## src/rtl/mul16_seq_pkg.sv

```systemverilog
`default_nettype none
// +---------------------------------------------------------------------------+
// | mul16_seq_pkg : state type and sizing constants for the 16-bit multiplier |
// | Revision 1.0                                                              |
// +---------------------------------------------------------------------------+
package mul16_seq_pkg;

  localparam int WIDTH = 16;  // datapath width, matches the shared adder
  localparam int STEPS = 16;  // shift-add steps for a full multiplier scan
  localparam int CNT_W = 5;   // step counter width

  typedef enum logic [1:0] {
    IDLE = 2'd0,
    RUN  = 2'd1,
    DONE = 2'd2
  } state_t;

endpackage
`default_nettype wire

```

## src/rtl/mul16_seq_add16.sv

```systemverilog
`default_nettype none
// +---------------------------------------------------------------------------+
// | mul16_seq_add16 : 16-bit modulo adder, no carry-out                       |
// | Revision 1.0                                                              |
// +---------------------------------------------------------------------------+
module mul16_seq_add16
  import mul16_seq_pkg::*;
(
  input  logic [WIDTH-1:0] a,
  input  logic [WIDTH-1:0] b,
  output logic [WIDTH-1:0] sum
);

  assign sum = a + b;

endmodule
`default_nettype wire

```

## src/rtl/mul16_seq.sv

```systemverilog
`default_nettype none
// +---------------------------------------------------------------------------+
// | mul16_seq : shift-add 16x16 multiplier, low 16 bits; MUL16_EARLY_EXIT_EN  |
// | ends RUN once the multiplier runs out of set bits. Revision 1.0           |
// +---------------------------------------------------------------------------+
module mul16_seq
  import mul16_seq_pkg::*;
(
  input  logic              clk,
  input  logic              reset,
  input  logic              start,
  input  logic [WIDTH-1:0]  a,
  input  logic [WIDTH-1:0]  b,
  output logic              ready,
  output logic              done,
  output logic [WIDTH-1:0]  product
);

  state_t             state;
  logic [WIDTH-1:0]   acc;
  logic [WIDTH-1:0]   mcand;
  logic [WIDTH-1:0]   mplier;
  logic [WIDTH-1:0]   sum;
  logic [WIDTH-1:0]   acc_next;
  logic [CNT_W-1:0]   count;
  logic [CNT_W-1:0]   count_inc;
  logic               exit_now;
  logic               last_step;

  mul16_seq_add16 u_add16 (
    .a   (acc),
    .b   (mcand),
    .sum (sum)
  );

  assign acc_next  = mplier[0] ? sum : acc;
  assign count_inc = count + CNT_W'(1);

`ifdef MUL16_EARLY_EXIT_EN
  // Once all multiplier bits are consumed further steps cannot change acc.
  assign exit_now  = (mplier == '0);
  assign last_step = 1'b0;
`else
  assign exit_now  = 1'b0;
  assign last_step = (count == CNT_W'(STEPS - 1));
`endif

  always_ff @(posedge clk) begin
    if (reset) begin
      state   <= IDLE;
      ready   <= 1'b1;
      done    <= 1'b0;
      product <= '0;
      acc     <= '0;
      mcand   <= '0;
      mplier  <= '0;
      count   <= '0;
    end else begin
      unique case (state)
        IDLE: begin
          if (start) begin
            mcand  <= a;
            mplier <= b;
            acc    <= '0;
            count  <= '0;
            ready  <= 1'b0;
            state  <= RUN;
          end
        end
        RUN: begin
          if (exit_now) begin
            product <= acc;
            done    <= 1'b1;
            state   <= DONE;
          end else begin
            acc    <= acc_next;
            mcand  <= {mcand[WIDTH-2:0], 1'b0};
            mplier <= {1'b0, mplier[WIDTH-1:1]};
            count  <= count_inc;
            if (last_step) begin
              product <= acc_next;
              done    <= 1'b1;
              state   <= DONE;
            end
          end
        end
        DONE: begin
          done  <= 1'b0;
          ready <= 1'b1;
          state <= IDLE;
        end
        default: begin
          done  <= 1'b0;
          ready <= 1'b1;
          state <= IDLE;
        end
      endcase
    end
  end

endmodule
`default_nettype wire

```

## config.mk

```make
export PLATFORM = sky130hd
export DESIGN_NAME = mul16_seq
export DESIGN_NICKNAME = d
export VERILOG_FILES = /design/src/rtl/mul16_seq_pkg.sv /design/src/rtl/mul16_seq_add16.sv /design/src/rtl/mul16_seq.sv
export SDC_FILE = /design/constraint.sdc
export NUM_CORES = 1
export LEC_CHECK = 0
export BUFFER_PORTS_ARGS = -buffer_cell sky130_fd_sc_hd__buf_4
export CELL_PAD_IN_SITES_DETAIL_PLACEMENT = 0
export CELL_PAD_IN_SITES_GLOBAL_PLACEMENT = 1
export CORE_ASPECT_RATIO = 2
export CORE_MARGIN = 2
export CORE_UTILIZATION = 46
export CTS_CLUSTER_SIZE = 30
export DETAILED_ROUTE_END_ITERATION = 7
export GPL_ROUTABILITY_DRIVEN = 0
export PLACE_DENSITY = 0.95
export SYNTH_ARGS = -nofsm -noshare
export SYNTH_HDL_FRONTEND = slang
export SYNTH_SLANG_ARGS = --single-unit
```

## constraint.sdc

```tcl
create_clock -name clk -period 3.4 [get_ports clk]
set_input_delay 0.34 -clock clk [delete_from_list [all_inputs] [get_ports clk]]
set_output_delay 0.34 -clock clk [all_outputs]
set_load 0.01 [all_outputs]
```

==> results of run 1 <==
-- area by class of cell --
class | instances | area, µm² | share of cell area, %
Clock buffer | 10 | 239 | 5.08
Inverter | 4 | 15.0 | 0.319
Sequential cell | 73 | 1460 | 31.1
Timing Repair Buffer | 58 | 435 | 9.25
Clock inverter | 6 | 57.6 | 1.22
Multi-Input combinational cell | 412 | 2370 | 50.4
Tap cell | 100 | 125 | 2.66
-- metrics by stage --
step                      worst slack [ns]  total power (µW)  hold WS, ns  cells  instance area [µm²]
final                                 1.02              2180        0.422    663                 4710
after global routing                 0.814              2270        0.432    663                 4710
after CTS                             1.02              2190        0.420    663                 4710
after detailed placement              1.03              1250        0.457    647                 4410
after global placement                1.07              1240        0.452    647                 4410
after floorplan                       1.18              1160        0.454    524                 4010
-- worst max-delay path, cell delays in order (launching register included) --
cell and delay (ns):
dfxtp_1 0.32, ha_1 0.24, fa_1 0.44, a211oi_2 0.25, o21bai_1 0.11, a21o_1 0.22
a21o_1 0.20, a21oi_2 0.15, xnor2_1 0.10, o31a_1 0.25
-- cell families (layout without fill, tap and decap cells) --
kind of cell	count (synthesis)	count (layout)	synth area share (%)
AND/OR/NAND/NOR	245	245	27.7
buffers and inverters	39	78	4.46
XOR/XNOR	12	12	2.62
adder cells (fa/ha/maj)	18	18	5.80
flip-flops	73	73	36.4
AO/OA/AOI/OAI	131	131	21.5
multiplexers	6	6	1.56
-- power by group --
part           internal [µW]  leakage [µW]  switching, µW
Sequential               896      0.000597           29.8
Combinational            126       0.00134            177
Clock                    582      0.000148            364
-- per-layer routing --
layer  up-vias  global-route usage (%)
met2        97                    37.7
met5         -                       0
met4         0                    14.1
met1      1770                    25.3
li1       1880                       -
met3        34                    4.97
-- synthesized netlist by cell type (2+ instances only) --
cell / instances
nand4_1: 2
o21bai_1: 3
a21oi_1: 54
clkbuf_8: 3
nor2b_1: 32
a22o_1: 4
inv_1: 4
a211oi_1: 14
a211o_1: 2
a211oi_2: 3
a2bb2oi_1: 2
mux2i_1: 4
o31ai_1: 2
xor2_1: 6
a31oi_1: 3
dfxtp_1: 73
buf_1: 3
nand3_1: 2
mux2_2: 2
ha_1: 17
nand3b_1: 3
a32oi_1: 4
buf_2: 2
and2_1: 2
nand2_1: 13
o21ai_0: 13
a21o_1: 8
and3_1: 2
xnor2_1: 6
a22oi_1: 6
clkbuf_1: 27
nor2_1: 140
o211ai_1: 2
nand2b_1: 6
o2bb2ai_1: 2
nor3_1: 38
-- flip-flops by register name, summed over array words and instances (netlist names) --
| register | cells |
|---|---|
| acc | 16 |
| count | 5 |
| done | 1 |
| mcand | 16 |
| mplier | 16 |
| product | 16 |
| ready | 1 |
| state | 2 |
-- worst paths after layout --
kind                             end  slack [ns]  depth (start not counted)
max reg2reg  product[8]$_SDFFE_PP0P_        1.02                          9
min reg2reg        done$_SDFFE_PP0P_        0.47                          2
min          mplier[12]$_SDFFE_PP0P_        0.42                          5
max          product[8]$_SDFFE_PP0P_        1.02                          9
==> key figures, run 1 <==
Status
  • Outcome: finished clean

Routing
  • Met1 wire length: 4.17 mm
  • Drt first pass iters: 4
  • Met2 wire length: around 5.2 mm
  • WL met3: 427 µm
  • DR iter-0 viols: 220
  • Post-route ant nets: 0
  • Via density: 5.70
  • Routed Wire Length: 10.3 mm
  • DRC viols: 0
  • Via count: 3,781
  • Drt wl/cell: 15.5 µm
  • Max layer used: met4

GRT
  • Initial antenna violation count: 0
  • Largest net degree at the start of global routing: 74
  • GRT Total Usage: about 22%
  • First-pass GRT wire length: 17.0 mm
  • Global route overflow: 0
  • Vias in the first global route: between 3,000 and 4,000

Synth
  • Synth warnings: 0
  • Synth cell types: approximately 50
  • Async S/R FF share, synth: 0%
  • Main synth FF type: dfxtp_1
  • Post-synth EDFFs: 0
  • Post-synth top area share: 36.4%
  • Mean Syn Cell Area: 7.66 µm²
  • Syn nets: 577
  • Cells after Synth: 524
  • Cell Area, Synth: 4010 µm²
  • Synth area leader: dfxtp_1
  • #FFs+latches synth: 73
  • Area contributors post-synth: dfxtp_1, nor2_1, a21oi_1, ha_1, nor2b_1
  • Seq/Total Area, Yosys: 36.4%

Layout
  • Layout cells sized above 1: 15.5%
  • Layout Utilization: 55.2%
  • Fin nets: around 600
  • # diodes: 0
  • Most frequent cells in the layout: nor2_1, dfxtp_1, buf_4
  • Layout fillers: 843
  • Commonest non-fill, non-tap cell in the layout: nor2_1
  • Synthesis-to-finish area growth: 17.4%

Floorplan
  • Die Ht: 136 µm
  • Die width: about 70 µm
  • I/O Pins: 53
  • Core Box Area: between 8000 and 9000 µm²
  • Rows: 48
  • Initial Util: 47.0%
  • DIE AREA: about 9500 µm²

CTS
  • CTS-repair resized insts: 0
  • # clock sinks: 73
  • CTS clk-pin slew, worst paths: 0.06 ns
  • TritonCTS clock tree: done
  • CTS H-tree depth: 3
  • Worst-Skew Late Latency: approximately 0.34 ns
  • Clock root buffer: clkbuf_16
  • Setup repair bufs after CTS: 0
  • Clk buf depth: 2
  • CTS Hold Bufs: 0
  • Num CTS Buffers: 9

Setup path
  • Required time worst endpoint: 3.62 ns
  • WS Path Type: flop to flop
  • RR Startpoint: acc[0]$_SDFFE_PP0P_
  • Worst setup path startpoint: acc[0]$_SDFFE_PP0P_
  • Critical Path Fanout Max: 3
  • WP data arrival: 2.61 ns
  • Critical path endpoint category: flop
  • CP startpoint kind: flop

Timing
  • Unrepaired setup endpoints after global routing: false
  • Final hold violation count: 0
  • Worst Clk Skew: 0.00553 ns
  • Setup TNS Final: 0 ns
  • Max Fclk: 420 MHz
  • Tightest Pin Transition: 0.788 ns
  • Slew HR: 47.5%
  • Final setup fails: 0
  • Crit share post-route: 70.1%
  • Final Critical Period: 2.38 ns
  • Max-slew violations: 0

Placed design
  • Dpl hpwl: about 7.1 mm
  • Port buffer count: 52

Run
  • Max-cap violations: 0

Power
  • Max rail drop VDD: 0.000288 V
  • Power Dens Cells: about 460 nW/µm²
  • P_leak: 0.00209 µW

Worst hold path
  • Hold_sp: b[12]
  • Hold crit path type: primary input to flop
Power figures use the tool's default switching activity.
==> inputs of run 2 (changes only) <==
--- a/config.mk
+++ b/config.mk
@@ -10,11 +10,11 @@
 export CELL_PAD_IN_SITES_GLOBAL_PLACEMENT = 1
 export CORE_ASPECT_RATIO = 2
 export CORE_MARGIN = 2
-export CORE_UTILIZATION = 46
+export CORE_UTILIZATION = 42
 export CTS_CLUSTER_SIZE = 30
 export DETAILED_ROUTE_END_ITERATION = 7
 export GPL_ROUTABILITY_DRIVEN = 0
-export PLACE_DENSITY = 0.95
+export PLACE_DENSITY = 0.89
 export SYNTH_ARGS = -nofsm -noshare
 export SYNTH_HDL_FRONTEND = slang
 export SYNTH_SLANG_ARGS = --single-unit
==> constraint.sdc (replaced) <==
create_clock -name clk -period 2.2 [get_ports clk]
set_input_delay 0.22 -clock clk [delete_from_list [all_inputs] [get_ports clk]]
set_output_delay 0.22 -clock clk [all_outputs]
set_load 0.01 [all_outputs]
==> run 2 against run 1 <==
  * First-iteration DRC count up 16%
  * Clock power increased by 55%
  * Worst setup slack worse by 0.99 ns
  * Sequential power rose by 57%
  * Critical path depth unchanged
  * Total power increased by 57%
  * Global-route usage is 0.19 points higher
  * Via count up 3.5%
  * Register-to-register slack lost 0.99 ns
  * Fmax rose by 9.4%
  * Cell area up 6.5%
  * Clock skew is 0.0023 ns higher
==> key figures, run 2 (synthesis gave the netlist of run 1 again) <==
Setup path
  • Setup crit end: product[8]$_SDFFE_PP0P_
  • Worst-path cell chain: ha_4, fa_2, a211oi_2, o21bai_1, a21o_1, a21o_1, a21oi_2, xnor2_1, o31a_1
  • Required time worst endpoint: 2.43 ns (-1.19 ns)
  • Setup slack, reg-to-reg: 0.02 ns (-0.99 ns)
  • Worst setup path startpoint: acc[0]$_SDFFE_PP0P_
  • RR Startpoint: acc[0]$_SDFFE_PP0P_
  • Critical path endpoint category: flop
  • FF-to-FF End: product[8]$_SDFFE_PP0P_
  • CP startpoint kind: flop
  • Critical path's most frequent cell: a21o_1
  • CP max stage cell: fa_2
  • Crit path largest cell delay: 0.36 ns (-0.08 ns)
  • WP data arrival: 2.41 ns (-0.20 ns)
  • Critical Path Fanout Max: 3 (unchanged)
  • WS Path Type: flop to flop
  • R2r worst-path depth: 9 (unchanged)

Floorplan
  • Die width: 73.1 µm (+4.4%)
  • Die Ht: 142 µm (+4.5%)
  • DIE AREA: 10,400 µm² (+9.1%)
  • Core Box Area: 9320 µm² (+9.3%)
  • Rows: 50 (+4.2%)
  • I/O Pins: 53 (unchanged)
  • Initial Util: 43.0% (-4.0 points)

GRT
  • Global route overflow: 0 (unchanged)
  • GRT Total Usage: 22.6% (+0.19 points)
  • Initial antenna violation count: 0 (unchanged)
  • Vias in the first global route: 3,822 (+6.4%)
  • Largest net degree at the start of global routing: 52 (-30%)
  • First-pass GRT wire length: 18.1 mm (+6.8%)

Layout
  • # diodes: 0 (unchanged)
  • Layout fillers: 884 (+4.9%)
  • Synthesis-to-finish area growth: 25.0%
  • Commonest non-fill, non-tap cell in the layout: nor2_1
  • Most frequent cells in the layout: nor2_1, buf_4, dfxtp_1
  • Fin nets: 632 (+3.4%)
  • Layout cells sized above 1: 23.0% (+7.5 points)

Timing
  • Tightest Pin Transition: 0.457 ns (-0.331 ns)
  • Crit share post-route: 99.0% (+29 points)
  • Final Critical Period: 2.18 ns (-0.206 ns)
  • Final hold violation count: 0 (unchanged)
  • Max Fclk: 459 MHz (+9.4%)
  • Max-slew violations: 0 (unchanged)
  • Unrepaired setup endpoints after global routing: true
  • Final setup fails: 0 (unchanged)
  • Slew HR: 69.5% (+22 points)
  • Setup TNS Final: 0 ns (unchanged)
  • Worst Clk Skew: 0.00788 ns (+0.00235 ns)

Routing
  • Drt first pass iters: 4 (unchanged)
  • Routed Wire Length: 11.3 mm (+10%)
  • Drt wl/cell: 16.5 µm (+6.2%)
  • DR iter-0 viols: 256 (+16%)
  • DRC viols: 0 (unchanged)
  • Via density: 5.70 (about the same)
  • Post-route ant nets: 0 (unchanged)
  • Via count: 3,914 (+3.5%)

Power
  • P_leak: 0.00219 µW (+5.1%)
  • Power consumption: 3420 µW (+57%)
  • Power Dens Cells: 683 nW/µm² (+48%)
  • Max rail drop VDD: 0.000392 V (+36%)
  • Pint: 2510 µW (+56%)
  • Net Sw Frac: 26.7% (+0.47 points)
  • Sequential power share: 42.2% (-0.4 points)
  • Clk pwr share: 43.0% (-0.5 points)
  • Sw Pwr: 916 µW (+60%)
  • Combinational power share: 14.8% (+0.8 points)

Placed design
  • Dpl hpwl: 8.14 mm (+14%)
  • Port buffer count: 52 (unchanged)

Status
  • Outcome: finished clean

CTS
  • Clk buf depth: 2 (unchanged)
  • Num CTS Buffers: 9 (unchanged)
  • Clock root buffer: clkbuf_16
  • CTS clk-pin slew, worst paths: 0.06 ns (about the same)
  • # clock sinks: 73 (unchanged)
  • Worst-Skew Late Latency: 0.34 ns (about the same)
  • CTS Hold Bufs: 0 (unchanged)
  • TritonCTS clock tree: done
  • CTS H-tree depth: 3 (unchanged)

Run
  • Max-cap violations: 0 (unchanged)

Worst hold path
  • Hold crit path type: primary input to flop
==> run 2: cell count changes in the layout (fill, tap and decap cells not counted), moves of 4 or more <==
cell,change
ha_4,+4
dfxtp_1,-8
buf_4,+21
dfxtp_2,+8
ha_1,-6
o21ai_0,-4
==> run 2: power by group through the flow <==
| stage | Combinational, µW | Clock, µW | Sequential (µW) |
|---|---|---|---|
| final | 506 | 1470 | 1450 |
| after global routing | 564 | 1540 | 1450 |
| after CTS | 487 | 1480 | 1440 |
| after detailed placement | 481 | 0 | 1470 |
| after global placement | 473 | 0 | 1470 |
| after floorplan | 341 | 0 | 1450 |
==> run 2: metrics by stage <==
step	util, %	std cells	hold slack, ns	cell area, µm²	setup slack [ns]
4_1_cts	52.6	685	0.261	4900	-0.0236
5_1_grt	53.8	687	0.280	5010	-0.0603
3_3_place_gp	48.9	669	0.450	4550	-0.0715
2_1_floorplan	-	524	0.449	4010	0.0364
3_5_place_dp	48.9	669	0.464	4550	-0.117
6_report	53.8	687	0.257	5010	0.0219
==> run 2: timing repair <==
action | CTS | global route
buffers inserted | 1 | 2
gates resized for setup | 12 | 23
gates cloned | 0 | 0
pin swaps | 13 | 12
endpoints found under the setup margin | 7 | 18
==> run 2: area by class of cell <==
class | count | area [µm²] | area share [%]
sequential | 73 | 1470 | 29.4
clock buffer | 10 | 239 | 4.77
tap | 104 | 130 | 2.60
multi-input combinational | 412 | 2510 | 50.0
inverter | 4 | 15.0 | 0.299
clock inverter | 5 | 56.3 | 1.12
timing repair buffer | 79 | 593 | 11.8
==> run 2: metal layers <==
metal,global-route usage [%],part of all wire (%),vias to the layer above,routed length [µm]
li1,-,-,1918,-
met1,23.4,37,1839,4190
met2,39.0,53,110,5960
met3,4.39,3.8,47,425
met4,16.1,6.5,0,737
met5,0,0,-,0
==> run 2: worst max-delay path: cells and delay by family, from the launching register on <==
| kind | cells | cell delay [ns] |
|---|---|---|
| AO/OA/AOI/OAI | 6 | 1.10 |
| XOR/XNOR | 1 | 0.11 |
| flip-flops | 1 | 0.34 |
| adder cells (fa/ha/maj) | 2 | 0.52 |
==> run 2: how the worst min path moves through the flow <==
stage	startpoint	to	slack, ns	cells after the start
2_1_floorplan	start	ready$_SDFFE_PP1P_	0.45	2
4_1_cts	reset	count[3]$_SDFFE_PP0P_	0.26	2
3_5_place_dp	ready$_SDFFE_PP1P_	ready$_SDFFE_PP1P_	0.46	1
3_3_place_gp	ready$_SDFFE_PP1P_	ready$_SDFFE_PP1P_	0.45	1
5_1_grt	reset	count[4]$_SDFFE_PP0P_	0.28	2
6_report	reset	count[4]$_SDFFE_PP0P_	0.26	2
